### src/rtl/motor_ctrl_pkg.sv
// Shared motor-control types and constants, used by current control,
// the ESC arm sequencer and the PWM generator.
package motor_ctrl_pkg;

  typedef enum logic [1:0] {
    DISARMED = 2'd0,
    ARMING   = 2'd1,
    ARMED    = 2'd2,
    FAULT    = 2'd3
  } esc_state_t;

  localparam int CMD_W        = 10;
  localparam int CMD_MAX_DFLT = 1000;

  function automatic logic [CMD_W-1:0] clamp_cmd(input logic [CMD_W-1:0] cmd,
                                                 input logic [CMD_W-1:0] ceiling);
    return (cmd > ceiling) ? ceiling : cmd;
  endfunction

endpackage

### src/rtl/tick_prescaler.sv
// Free-running divider producing a one-cycle tick every CLK_HZ/TICK_HZ clocks.
module tick_prescaler #(
  parameter int CLK_HZ  = 50_000_000,
  parameter int TICK_HZ = 1000
) (
  input  logic c50m,
  input  logic reset_n,
  output logic tick_o
);

  localparam int DIV   = CLK_HZ / TICK_HZ;
  localparam int CNT_W = (DIV > 1) ? $clog2(DIV) : 1;

  logic [CNT_W-1:0] cnt_q, cnt_d;
  logic             wrap;

  always_comb begin
    wrap  = (cnt_q == CNT_W'(DIV - 1));
    cnt_d = wrap ? '0 : cnt_q + 1'b1;
  end

  always_ff @(posedge c50m or negedge reset_n) begin
    if (!reset_n) begin
      cnt_q <= '0;
    end else begin
      cnt_q <= cnt_d;
    end
  end

  assign tick_o = wrap;

endmodule

### src/rtl/esc_arm_sequencer.sv
// Supervisory ESC controller: arming sequence, throttle rate limiting and
// forced-zero on brake, disable or a stale command stream.
module esc_arm_sequencer
  import motor_ctrl_pkg::*;
#(
  parameter int CLK_HZ        = 50_000_000,
  parameter int TICK_HZ       = 1000,
  parameter int ARM_TICKS     = 2000,
  parameter int RAMP_STEP     = 4,
  parameter int TIMEOUT_TICKS = 100,
  parameter int CMD_MAX       = CMD_MAX_DFLT
) (
  input  logic             c50m,
  input  logic             reset_n,
  input  logic             enable_i,
  input  logic             brake_i,
  input  logic             fault_clear_i,
  input  logic             cmd_valid_i,
  input  logic [CMD_W-1:0] cmd_i,
  output logic [CMD_W-1:0] motor_cmd_o,
  output logic             armed_o,
  output logic             fault_o,
  output logic [1:0]       state_o
);

  localparam int ARM_W  = $clog2(ARM_TICKS + 1);
  localparam int WDOG_W = $clog2(TIMEOUT_TICKS + 1);

  localparam logic [CMD_W-1:0]  CMD_CEIL  = CMD_W'(CMD_MAX);
  localparam logic [CMD_W-1:0]  STEP      = CMD_W'(RAMP_STEP);
  localparam logic [ARM_W-1:0]  ARM_LAST  = ARM_W'(ARM_TICKS - 1);
  localparam logic [WDOG_W-1:0] WDOG_LAST = WDOG_W'(TIMEOUT_TICKS - 1);

  esc_state_t        state_q, state_d;
  logic [ARM_W-1:0]  arm_cnt_q, arm_cnt_d;
  logic [WDOG_W-1:0] wdog_q, wdog_d;
  logic [CMD_W-1:0]  target_q, target_d;
  logic [CMD_W-1:0]  out_q, out_d;
  logic              armed_q, armed_d;
  logic              fault_q, fault_d;
  logic              tick;
  logic              wdog_expire;

  tick_prescaler #(
    .CLK_HZ (CLK_HZ),
    .TICK_HZ(TICK_HZ)
  ) u_tick (
    .c50m   (c50m),
    .reset_n(reset_n),
    .tick_o (tick)
  );

  always_ff @(posedge c50m or negedge reset_n) begin
    if (!reset_n) begin
      state_q   <= DISARMED;
      arm_cnt_q <= '0;
      wdog_q    <= '0;
      target_q  <= '0;
      out_q     <= '0;
      armed_q   <= 1'b0;
      fault_q   <= 1'b0;
    end else begin
      state_q   <= state_d;
      arm_cnt_q <= arm_cnt_d;
      wdog_q    <= wdog_d;
      target_q  <= target_d;
      out_q     <= out_d;
      armed_q   <= armed_d;
      fault_q   <= fault_d;
    end
  end

  // A command arriving on the expiring tick counts as a refresh, so it beats the timeout.
  assign wdog_expire = tick && (wdog_q == WDOG_LAST) && !cmd_valid_i;

  always_comb begin
    state_d   = state_q;
    arm_cnt_d = arm_cnt_q;
    wdog_d    = wdog_q;
    target_d  = target_q;
    case (state_q)
      DISARMED: begin
        arm_cnt_d = '0;
        wdog_d    = '0;
        target_d  = '0;
        if (enable_i && !brake_i) begin
          state_d = ARMING;
        end
      end
      ARMING: begin
        if (!enable_i || brake_i) begin
          state_d   = DISARMED;
          arm_cnt_d = '0;
        end else if (tick) begin
          if (arm_cnt_q == ARM_LAST) begin
            state_d   = ARMED;
            arm_cnt_d = '0;
            wdog_d    = '0;
            target_d  = '0;
          end else begin
            arm_cnt_d = arm_cnt_q + 1'b1;
          end
        end
      end
      ARMED: begin
        if (cmd_valid_i) begin
          wdog_d = '0;
        end else if (tick) begin
          wdog_d = wdog_q + 1'b1;
        end
        if (wdog_expire) begin
          state_d  = FAULT;
          wdog_d   = '0;
          target_d = '0;
        end else if (!enable_i) begin
          state_d  = DISARMED;
          wdog_d   = '0;
          target_d = '0;
        end else if (brake_i) begin
          target_d = '0;
        end else if (cmd_valid_i) begin
          target_d = clamp_cmd(cmd_i, CMD_CEIL);
        end
      end
      FAULT: begin
        if (fault_clear_i && !enable_i) begin
          state_d = DISARMED;
        end
      end
      default: state_d = DISARMED;
    endcase
  end

  // Rises are rate limited to one step per tick; falls follow the target immediately.
  always_comb begin
    armed_d = (state_d == ARMED);
    fault_d = (state_d == FAULT);
    out_d   = '0;
    if ((state_q == ARMED) && (state_d == ARMED) && !brake_i) begin
      out_d = out_q;
      if (target_q < out_q) begin
        out_d = target_q;
      end else if (tick && (target_q > out_q)) begin
        out_d = ((target_q - out_q) >= STEP) ? (out_q + STEP) : target_q;
      end
    end
  end

  assign motor_cmd_o = out_q;
  assign armed_o     = armed_q;
  assign fault_o     = fault_q;
  assign state_o     = state_q;

endmodule

### config.mk
export PLATFORM = sky130hd
export DESIGN_NAME = esc_arm_sequencer
export DESIGN_NICKNAME = d
export VERILOG_FILES = /design/src/rtl/motor_ctrl_pkg.sv /design/src/rtl/tick_prescaler.sv /design/src/rtl/esc_arm_sequencer.sv
export SDC_FILE = /design/constraint.sdc
export NUM_CORES = 1
export LEC_CHECK = 0
export CORE_ASPECT_RATIO = 1.4
export CORE_UTILIZATION = 42
export CTS_CLUSTER_SIZE = 16
export DETAILED_ROUTE_END_ITERATION = 10
export SLEW_MARGIN = 20
export SYNTH_ARGS = -nofsm -noshare
export SYNTH_HDL_FRONTEND = slang
export SYNTH_SLANG_ARGS = --single-unit
export TNS_END_PERCENT = 100
### constraint.sdc
create_clock -name c50m -period 2.7 [get_ports c50m]
set_input_delay 0.27 -clock c50m [delete_from_list [all_inputs] [get_ports c50m]]
set_output_delay 0.27 -clock c50m [all_outputs]
set_load 0.01 [all_outputs]
==> results by group <==
Synth
  • Yosys top cell by area: dfrtp_1
  • EDFF count, synth: 0
  • Most frequent cell after synthesis: dfrtp_1
  • Main combinational cell family by area after synthesis: simple AND/OR/NAND/NOR gates
  • Post-synthesis sequential area ratio: 0.430
  • Complex-gate fraction of the synthesized area: 0.176
  • Post-Synth Simple-Gate Area: 0.226
  • Top FF cell, synth: dfrtp_1
  • Yosys top cell area share: 0.430
  • Synth Area per Inst: 9.19 µm²
  • Asr flop ratio synth: 1.00
  • Multiplexer share of the synthesized area: 0.00630
  • Adder-cell share of the synthesized area: 0.0578
  • Top post-synthesis cells by count: dfrtp_1, nand2_1, nor2_1, o21ai_0, xor2_1
  • Synth Register Bits: 58
  • Leading post-synthesis cells by cell area: dfrtp_1, ha_1, xor2_1
  • Yosys warns: 0
  • Post-Synth XOR/XNOR Area: 0.0727
  • Synth Net Count: 398
  • Synth cell types: 51
  • Mapped Cells: 367
  • Cell Area, Synth: 3370 µm²

Job
  • MaxCap Viol Count: 0

Clock network
  • Worst-Skew Late Latency: 0.34 ns
  • H-tree levels: 3
  • CTS root buf: clkbuf_8
  • # clock sinks: 58
  • Clk buf depth: 2
  • Clock slew at reported path FFs: 0.07 ns
  • CTS tree: built
  • CTS Buf Count: 9

Detailed routing
  • WL met1: 3310 µm
  • Wire per inst: 16.0 µm
  • WL met3: 286 µm
  • Vias per inst: 5.65
  • Post-detailed-route count of antenna-violating nets: 0
  • # DRC: 0
  • Vias: 3038
  • Initial DRT Pass Iterations: 4
  • 1st-iter DRT viols: 157
  • Met2 routed WL: 4670 µm
  • Total Routed Length: 8610 µm
  • Max Used Layer: met4

Floorplanning
  • Starting Density: 0.435
  • Die area: 8400 µm²
  • Num rows: 38
  • Die Span Y: 108 µm
  • Die extent in x: 77.8 µm
  • Area of the core: 7750 µm²
  • I/O pins: 30

Timing
  • Hold violation count in the final report: 0
  • Setup Skew: 0.0124 ns
  • Crit share post-route: 0.974
  • Final worst slack: 0.0698 ns
  • Crit path time final: 2.63 ns
  • Total negative slack: 0 ns
  • # setup viols final: 0
  • Max-slew headroom: 0.381
  • Fmax: 380 MHz
  • Final slew viol count: 0
  • Worst Max-Slew Pin Slew: 0.928 ns
  • Hold Slack: 0.0714 ns

Cells and area
  • Fin nets: 464
  • FILL cells: 699
  • Area Overhead vs Synth: 28.9%
  • N_diodes: 0
  • Share of post-route cells with drive strength above 1: 0.162
  • Final instance area: 4350 µm²
  • Reg area: 1450 µm²
  • Area of the multi-input gates: 1920 µm²

Place
  • Buffers on Ports: 29
  • DP HPWL: 6310 µm
  • GPL Wtd Cong: 0.828
  • Post-place setup slack: -0.0297 ns
  • Placed instance area: 3980 µm²

GRT
  • Vias in the first global route: 3078
  • Largest net degree at the start of global routing: 42
  • GRT Total Usage: 0.222
  • First-pass GRT wire length: 14300 µm
  • Total global routing overflow: 0
  • Initial antenna violation count: 0

Worst setup path
  • Worst R2R End: motor_cmd_o[0]
  • R2r setup slk: 0.07 ns
  • R2R cell count: 10
  • Worst r2r src: motor_cmd_o[0]
  • Kind of critical path: reg2reg
  • Largest fanout on the critical path: 5
  • Crit end category: flop
  • Worst Path Arrival: 2.85 ns
  • Startpoint Class: flop
  • Worst endpoint required time: 2.92 ns

Power
  • Sequential share of power: 0.448
  • Internal power: 1560 µW
  • Leakage power: 0.00190 µW
  • Logic pwr share: 0.033
  • Power Dens Cells: 447 nW/µm²
  • Clk pwr share: 0.519
  • Switching share of power: 0.197
  • Psw: 384 µW
  • Worst VDD drop: 0.490 mV

Status
  • Status: complete, no violations

Hold path
  • Hold WC Path Type: in2async
-- kinds of logic (layout without fill, tap and decap cells) --
kind of cell | after synthesis | in the layout
mux | 2 | 2
simple gates | 148 | 148
flops | 58 | 58
xor+xnor | 28 | 28
buf+inv | 27 | 97
fa+ha+maj | 15 | 15
compound gates | 89 | 90
-- power groups by stage --
stage	clock network [µW]	logic (µW)	registers (µW)
after floorplan	0	12.4	887
after global placement	0	64.3	887
after detailed placement	0	64.8	887
after CTS	1040	65.2	871
after global routing	1080	71.4	870
final	1010	63.8	871
-- metal layers --
metal	GRT usage	vias to the layer above
met3	0.0515	32
met4	0.111	0
li1	-	1466
met1	0.235	1456
met5	0	-
met2	0.409	84
-- state kept, by name (all words and copies together) (netlist names) --
name          cells
fault_o           1
u_tick.cnt_q     16
armed_o           1
state_o           2
wdog_q            7
motor_cmd_o      10
arm_cnt_q        11
target_q         10
-- critical path, stage by stage (launching register included) --
cell and delay, ns:
dfrtp_1 0.38, ha_1 0.23, fa_2 0.36, nand2b_4 0.17
a21oi_2 0.14, mux2i_1 0.23, nand3_2 0.13, buf_4 0.17
a2111o_1 0.40, o211ai_1 0.21, a21oi_1 0.09
-- worst max path at each step --
stage                   startpoint        endpoint  slack, ns  cells after the start
global route        motor_cmd_o[0]  motor_cmd_o[9]      -0.04                     10
global placement    motor_cmd_o[0]  motor_cmd_o[0]       0.04                      9
detailed placement  motor_cmd_o[0]  motor_cmd_o[0]      -0.03                      9
floorplan           motor_cmd_o[5]  motor_cmd_o[2]      0.002                     10
CTS                 motor_cmd_o[0]  motor_cmd_o[0]      0.005                      9
finish              motor_cmd_o[0]  motor_cmd_o[0]       0.07                     10
-- placed cells by master (no fill, tap or decap), types with 5 or more instances in the layout --
cell	instances
and3_1	8
nor2_1	31
or3_1	8
a21oi_1	9
clkbuf_8	11
inv_1	19
nand4_1	11
a22o_1	5
clkdlybuf4s50_1	28
nor3_1	7
dfrtp_1	58
o211ai_1	18
xnor2_1	7
o21ai_0	22
nand3_1	14
ha_1	13
and2_1	5
a31oi_1	11
buf_4	32
xor2_1	20
nand2_1	41
-- cell type report --
| class | count | area share |
|---|---|---|
| repair buffers | 62 | 0.122 |
| clock buffers | 12 | 0.0357 |
| well taps | 100 | 0.0288 |
| multi-input cells | 283 | 0.441 |
| clock inverters | 4 | 0.0224 |
| inverters | 19 | 0.0164 |
| flip-flops and latches | 58 | 0.334 |
-- through the flow --
stage / std cells / utilization / total power, µW
global route: 538 / 0.561 / 2020
global placement: 517 / 0.513 / 951
CTS: 533 / 0.546 / 1980
floorplan: 367 / - / 900
detailed placement: 517 / 0.513 / 952
finish: 538 / 0.561 / 1940
-- repair_timing --
| action | 4_1_cts | 5_1_grt |
|---|---|---|
| hold endpoints to repair | 0 | 0 |
| setup buffers | 0 | 3 |
| pin swaps | 2 | 7 |
| gates cloned | 0 | 2 |
| setup endpoints to repair | 6 | 10 |
| hold buffers | 0 | 0 |
| gates resized for setup | 1 | 16 |
Note: power is estimated with default switching activity, not from simulation.
